===== src/rtl/mc_delay_pkg.sv =====
// Shared types and default constants for the delay-line calibration controller.
package mc_delay_pkg;

    localparam int unsigned DEF_DELAY_WIDTH   = 4;
    localparam int unsigned DEF_SETTLE_CYCLES = 8;
    localparam int unsigned DEF_SAMPLE_COUNT  = 4;

    typedef enum logic [2:0] {
        IDLE   = 3'd0,
        SETTLE = 3'd1,
        SAMPLE = 3'd2,
        EVAL   = 3'd3,
        DONE   = 3'd4
    } calib_state_e;

endpackage


===== src/rtl/mc_delay_sample_filter.sv =====
// Majority-free sample filter: counts ones over SampleCount enabled cycles and
// reports whether the window was all ones, all zeros, and complete.
module mc_delay_sample_filter #(
    parameter int unsigned SampleCount = 4
) (
    input  logic clk_i,
    input  logic rst_i,
    input  logic clr_i,
    input  logic en_i,
    input  logic sample_i,
    output logic all_one_o,
    output logic all_zero_o,
    output logic valid_o
);

    localparam int unsigned CW = $clog2(SampleCount) + 1;
    localparam logic [CW-1:0] FULL = CW'(SampleCount);

    logic [CW-1:0] taken_q, taken_d;
    logic [CW-1:0] ones_q, ones_d;
    logic          valid_q, valid_d;
    logic          all_one_q, all_one_d;
    logic          all_zero_q, all_zero_d;

    // Next-state for the window counters and the registered classification flags.
    always_comb begin
        taken_d = taken_q;
        ones_d  = ones_q;
        if (clr_i) begin
            taken_d = {CW{1'b0}};
            ones_d  = {CW{1'b0}};
        end else if (en_i && (taken_q != FULL)) begin
            taken_d = taken_q + CW'(1'b1);
            ones_d  = ones_q + CW'(sample_i);
        end else begin
            taken_d = taken_q;
            ones_d  = ones_q;
        end
        valid_d    = (taken_d == FULL);
        all_one_d  = (taken_d == FULL) && (ones_d == FULL);
        all_zero_d = (taken_d == FULL) && (ones_d == {CW{1'b0}});
    end

    // Window counter and flag registers.
    always_ff @(posedge clk_i) begin
        if (rst_i) begin
            taken_q    <= {CW{1'b0}};
            ones_q     <= {CW{1'b0}};
            valid_q    <= 1'b0;
            all_one_q  <= 1'b0;
            all_zero_q <= 1'b0;
        end else begin
            taken_q    <= taken_d;
            ones_q     <= ones_d;
            valid_q    <= valid_d;
            all_one_q  <= all_one_d;
            all_zero_q <= all_zero_d;
        end
    end

    assign all_one_o  = all_one_q;
    assign all_zero_o = all_zero_q;
    assign valid_o    = valid_q;

endmodule


===== src/rtl/mc_delay_calib.sv =====
// Delay-line calibration controller: sweeps the delay code upward from 0,
// settles, samples the synchronized phase bit and locks on the first flip.
// Also muxes a manual override code and exposes lock/error status.
module mc_delay_calib
    import mc_delay_pkg::*;
#(
    parameter int unsigned DelayWidth   = DEF_DELAY_WIDTH,
    parameter int unsigned SettleCycles = DEF_SETTLE_CYCLES,
    parameter int unsigned SampleCount  = DEF_SAMPLE_COUNT
) (
    input  logic                  clk_i,
    input  logic                  rst_i,
    input  logic                  start_i,
    input  logic                  manual_en_i,
    input  logic [DelayWidth-1:0] manual_delay_i,
    input  logic                  sample_i,
    output logic [DelayWidth-1:0] delay_o,
    output logic                  busy_o,
    output logic                  done_o,
    output logic                  locked_o,
    output logic                  error_o,
    output logic [DelayWidth-1:0] lock_code_o
);

    localparam int unsigned SCW = $clog2(SettleCycles) + 1;
    localparam int unsigned NCW = $clog2(SampleCount) + 1;
    localparam logic [SCW-1:0]        SETTLE_LAST = SCW'(SettleCycles - 1);
    localparam logic [NCW-1:0]        SAMPLE_LAST = NCW'(SampleCount - 1);
    localparam logic [DelayWidth-1:0] CODE_MAX    = {DelayWidth{1'b1}};
    localparam logic [DelayWidth-1:0] CODE_ZERO   = {DelayWidth{1'b0}};

    calib_state_e          state_q, state_d;
    logic [DelayWidth-1:0] code_q, code_d;
    logic [SCW-1:0]        settle_cnt_q, settle_cnt_d;
    logic [NCW-1:0]        samp_cnt_q, samp_cnt_d;
    logic                  ref_q, ref_d;
    logic                  locked_q, locked_d;
    logic                  error_q, error_d;
    logic [DelayWidth-1:0] lock_code_q, lock_code_d;
    logic                  done_q, done_d;
    logic                  busy_q, busy_d;
    logic [DelayWidth-1:0] delay_q, delay_d;

    logic filt_clr_s;
    logic filt_en_s;
    logic filt_all_one_s;
    logic filt_all_zero_s;
    logic filt_valid_s;
    logic stable_s;

    // The filter window is cleared for the whole settle phase so every code
    // starts with a fresh count; only SAMPLE cycles feed it.
    assign filt_clr_s = (state_q == SETTLE);
    assign filt_en_s  = (state_q == SAMPLE);

    mc_delay_sample_filter #(
        .SampleCount(SampleCount)
    ) u_filter (
        .clk_i     (clk_i),
        .rst_i     (rst_i),
        .clr_i     (filt_clr_s),
        .en_i      (filt_en_s),
        .sample_i  (sample_i),
        .all_one_o (filt_all_one_s),
        .all_zero_o(filt_all_zero_s),
        .valid_o   (filt_valid_s)
    );

    // An incomplete window is treated like an unstable one.
    assign stable_s = filt_valid_s && (filt_all_one_s || filt_all_zero_s);

    // Sweep FSM next-state, status updates and the registered-output next values.
    always_comb begin
        state_d      = state_q;
        code_d       = code_q;
        settle_cnt_d = settle_cnt_q;
        samp_cnt_d   = samp_cnt_q;
        ref_d        = ref_q;
        locked_d     = locked_q;
        error_d      = error_q;
        lock_code_d  = lock_code_q;
        delay_d      = CODE_ZERO;

        case (state_q)
            IDLE: begin
                if (start_i) begin
                    state_d      = SETTLE;
                    code_d       = CODE_ZERO;
                    locked_d     = 1'b0;
                    error_d      = 1'b0;
                    settle_cnt_d = {SCW{1'b0}};
                    samp_cnt_d   = {NCW{1'b0}};
                end else begin
                    state_d = IDLE;
                end
            end
            SETTLE: begin
                if (settle_cnt_q == SETTLE_LAST) begin
                    state_d    = SAMPLE;
                    samp_cnt_d = {NCW{1'b0}};
                end else begin
                    settle_cnt_d = settle_cnt_q + SCW'(1'b1);
                end
            end
            SAMPLE: begin
                if (samp_cnt_q == SAMPLE_LAST) begin
                    state_d = EVAL;
                end else begin
                    samp_cnt_d = samp_cnt_q + NCW'(1'b1);
                end
            end
            EVAL: begin
                if (code_q == CODE_ZERO) begin
                    if (!stable_s) begin
                        error_d = 1'b1;
                        state_d = DONE;
                    end else begin
                        ref_d        = filt_all_one_s;
                        code_d       = code_q + DelayWidth'(1'b1);
                        settle_cnt_d = {SCW{1'b0}};
                        state_d      = SETTLE;
                    end
                end else if (!stable_s || (filt_all_one_s != ref_q)) begin
                    lock_code_d = code_q;
                    locked_d    = 1'b1;
                    state_d     = DONE;
                end else if (code_q == CODE_MAX) begin
                    error_d = 1'b1;
                    state_d = DONE;
                end else begin
                    code_d       = code_q + DelayWidth'(1'b1);
                    settle_cnt_d = {SCW{1'b0}};
                    state_d      = SETTLE;
                end
            end
            DONE: begin
                state_d = IDLE;
            end
            default: begin
                state_d = IDLE;
            end
        endcase

        busy_d = (state_d != IDLE);
        done_d = (state_d == DONE);

        if (busy_d) begin
            delay_d = code_d;
        end else if (manual_en_i) begin
            delay_d = manual_delay_i;
        end else if (locked_d) begin
            delay_d = lock_code_d;
        end else begin
            delay_d = CODE_ZERO;
        end
    end

    // State, sweep bookkeeping and registered outputs; reset returns everything
    // to idle with no done pulse, the delay mux still honouring manual override.
    always_ff @(posedge clk_i) begin
        if (rst_i) begin
            state_q      <= IDLE;
            code_q       <= CODE_ZERO;
            settle_cnt_q <= {SCW{1'b0}};
            samp_cnt_q   <= {NCW{1'b0}};
            ref_q        <= 1'b0;
            locked_q     <= 1'b0;
            error_q      <= 1'b0;
            lock_code_q  <= CODE_ZERO;
            done_q       <= 1'b0;
            busy_q       <= 1'b0;
            delay_q      <= manual_en_i ? manual_delay_i : CODE_ZERO;
        end else begin
            state_q      <= state_d;
            code_q       <= code_d;
            settle_cnt_q <= settle_cnt_d;
            samp_cnt_q   <= samp_cnt_d;
            ref_q        <= ref_d;
            locked_q     <= locked_d;
            error_q      <= error_d;
            lock_code_q  <= lock_code_d;
            done_q       <= done_d;
            busy_q       <= busy_d;
            delay_q      <= delay_d;
        end
    end

    assign delay_o     = delay_q;
    assign busy_o      = busy_q;
    assign done_o      = done_q;
    assign locked_o    = locked_q;
    assign error_o     = error_q;
    assign lock_code_o = lock_code_q;

endmodule


===== config.mk =====
export PLATFORM = sky130hd
export DESIGN_NAME = mc_delay_calib
export DESIGN_NICKNAME = d
export VERILOG_FILES = /design/src/rtl/mc_delay_pkg.sv /design/src/rtl/mc_delay_sample_filter.sv /design/src/rtl/mc_delay_calib.sv
export SDC_FILE = /design/constraint.sdc
export NUM_CORES = 1
export LEC_CHECK = 0
export CAP_MARGIN = 10
export CORE_UTILIZATION = 55
export CTS_CLUSTER_SIZE = 40
export DETAILED_ROUTE_END_ITERATION = 10
export DONT_BUFFER_PORTS = 1
export HOLD_SLACK_MARGIN = 0.06
export PLACE_DENSITY_LB_ADDON = 0.15
export SLEW_MARGIN = 15
export SYNTH_ARGS = -nofsm -noshare
export SYNTH_HDL_FRONTEND = slang
export SYNTH_SLANG_ARGS = --single-unit

===== constraint.sdc =====
create_clock -name clk_i -period 6 [get_ports clk_i]
set_clock_uncertainty 0.1 [all_clocks]
set_input_delay 0.3 -clock clk_i [delete_from_list [all_inputs] [get_ports clk_i]]
set_output_delay 0.3 -clock clk_i [all_outputs]
set_load 0.1 [all_outputs]

==> run summary <==
Syn Inst Count: 228
Synth Cell Area: 1990 sq um
total negative slack: 0 ns
DR iter-0 viols: 115
Post-DRT Antenna Nets: 0
EDFF count, synth: 0
core area: 3420 sq um
hold buffer count at CTS: 1
leading area contributor after synthesis: dfxtp_1
Setup Viol. Count Final: 0
sequential area share after synthesis: 0.361
critical path required time: 6.09 ns
Slew Limit Fails: 0
WL final: 4120 microns
Hold Path Class: in2reg
top cell type's share of synthesized area: 0.361
Total GRT Usage: 0.219
clock latency on the worst-skew pair: 0.33 ns
Layout Utilization: 0.603
commonest cells after routing, fill and taps aside: dfxtp_1 (36), a21oi_1 (24), nand2_1 (21), nor2_1 (21), inv_1 (10)
Worst Tran Pin Value: 1.07 ns
share of cells above drive strength 1: 0.0796
Clk Tree Root Cell: clkbuf_4
crit share post-route: 0.382
worst-path fanout max: 10
vias per cell: 5.99
CTS H-tree depth: 2
post_cts resized: 0
Clock Tree Buf Depth: 2
final hold vios: 0
Worst-path clk slew: 0.10 ns
initial antenna violation count: 0
Fillers: 305
Lkg Pwr: 0.752 nW
Top FF cell, synth: dfxtp_1
WL/cell: 15.2 microns
TritonRoute pass-1 iters: 4
clock buffer count from CTS: 5
routed vias: 1,630
maximum clock rate: 436 MHz
Yosys reg bits: 36
Die H: 62.2 microns
asr flop ratio synth: 0
Worst EP arrival: 2.38 ns
minimum clock period: 2.29 ns
post-CTS setup buffers: 0
crit path launch: code_q[1]$_SDFF_PP0_
vias in the first global route: 1,503
RSZ-0062 raised after global routing: no
global-route wire length before repair: 6760 microns
Die X: 62.2 microns
CTS tree: yes
GRT Residual Overflow: 0
synthesized net count: 246
n_diodes: 0
hold path start: manual_en_i
pwr dens: 208 nW/um^2
commonest non-fill, non-tap cell in the layout: dfxtp_1
Worst setup EP type: flop
fin area: 2060 sq um
Mapped Avg Cell Area: 8.75 sq um
yosys warns: 0
GPL Wtd Cong: 0.852
startpoint types: flop
critical path class: reg2reg
Syn-to-layout area delta: 3.20%
DRC: 0
r2r startpoint: code_q[1]$_SDFF_PP0_
clock tree sinks: 36
MaxCap Viol Count: 0
largest net degree at the start of global routing: 25
Distinct cells, synth: 59
IO Port Bufs: 0
largest cells by area after synthesis: dfxtp_1 (36%), a21oi_1 (6.0%), ha_1 (5.6%), nand2_1 (4.0%), nor2_1 (4.0%)
Slew headroom: 0.285
VDD IR-drop max: 0.122 mV
Placement Rows: 21
starting density of the core: 0.584
hpwl dp: 2970 microns
DP Area: 1990 sq um
die area: 3870 sq um
io pins: 21
status: finished clean
Layout Nets: 243
[final cells by class]
type / instances / area (sq um) / share of cell area
sequential: 36 / 721 / 0.350
inverter: 10 / 37.5 / 0.0182
tap: 46 / 57.6 / 0.0280
clock buffer: 8 / 58.8 / 0.0286
multi-input combinational: 171 / 1170 / 0.570
timing repair buffer: 1 / 10.0 / 0.00486
[final timing paths]
kind | to | slack, ns | cells after the start
setup / recovery | delay_o[2]$_DFF_P_ | 3.71 | 7
hold / removal | delay_o[3]$_DFF_P_ | 0.08 | 2
setup reg to reg | delay_o[2]$_DFF_P_ | 3.71 | 7
hold reg to reg | u_filter.ones_q[1]$_SDFF_PP0_ | 0.38 | 2
[cell families (layout without fill, tap and decap cells)]
family                   count (synthesis)  in the layout  synth area share
XOR/XNOR                                 2              2           0.00878
AO/OA/AOI/OAI                           61             61             0.225
AND/OR/NAND/NOR                         94             94             0.273
buffers and inverters                   21             19            0.0502
multiplexers                             5              5            0.0257
adder cells (fa/ha/maj)                  9              9            0.0565
flip-flops                              36             36             0.361
[where the power goes]
| part | switching [mW] | total (mW) | internal, mW |
|---|---|---|---|
| sequential | 0.0277 | 0.271 | 0.243 |
| combinational | 0.0159 | 0.0257 | 0.00981 |
| clock | 0.0737 | 0.132 | 0.0579 |
[registers in the layout (all words and copies together) (netlist names)]
name	count
code_q	4
delay_o	4
lock_code_o	4
settle_cnt_q	4
samp_cnt_q	3
state_q	3
u_filter.ones_q	3
u_filter.taken_q	3
busy_o	1
done_o	1
error_o	1
locked_o	1
ref_q	1
u_filter.all_one_o	1
u_filter.all_zero_o	1
u_filter.valid_o	1
[critical path: stages, from the launching register on]
cell and delay, ns:
dfxtp_1 0.35, inv_1 0.13, ha_1 0.19, or3b_1 0.50, nand4_4 0.23, mux2_2 0.36
a221oi_2 0.21, a21oi_1 0.07
[stage by stage]
| stage | worst slack, ns | total power, mW | hold WS (ns) | std cells |
|---|---|---|---|---|
| 2_1_floorplan | 3.93 | 0.297 | 0.350 | 228 |
| 3_3_place_gp | 3.80 | 0.298 | 0.268 | 263 |
| 3_5_place_dp | 3.74 | 0.299 | 0.269 | 263 |
| 4_1_cts | 3.72 | 0.433 | 0.0629 | 272 |
| 5_1_grt | 3.58 | 0.445 | 0.0692 | 272 |
| 6_report | 3.71 | 0.428 | 0.0759 | 272 |
[layer usage]
metal / share of wire / up-vias / track usage
met5: 0 / - / 0
met4: 0.0068 / 0 / 0.0959
met3: 0.044 / 2 / 0.0588
met2: 0.49 / 30 / 0.365
met1: 0.46 / 777 / 0.264
li1: - / 821 / -
[cells in the mapped netlist, types with 2 or more instances]
cell type	number
dfxtp_1	36
a21oi_1	24
nand2_1	21
nor2_1	21
inv_1	10
ha_1	9
nand3_1	9
nor3_1	7
nand2b_1	6
buf_2	5
mux2i_1	4
nand3b_1	4
o21ai_0	4
and2_1	3
clkbuf_1	3
nand4b_1	3
o21ai_1	3
o31ai_1	3
or2_1	3
or3b_1	3
a211oi_1	2
a221oi_1	2
a311o_1	2
a41oi_1	2
and3b_1	2
buf_4	2
nor3b_2	2
o211ai_1	2
Power figures use the tool's default switching activity.
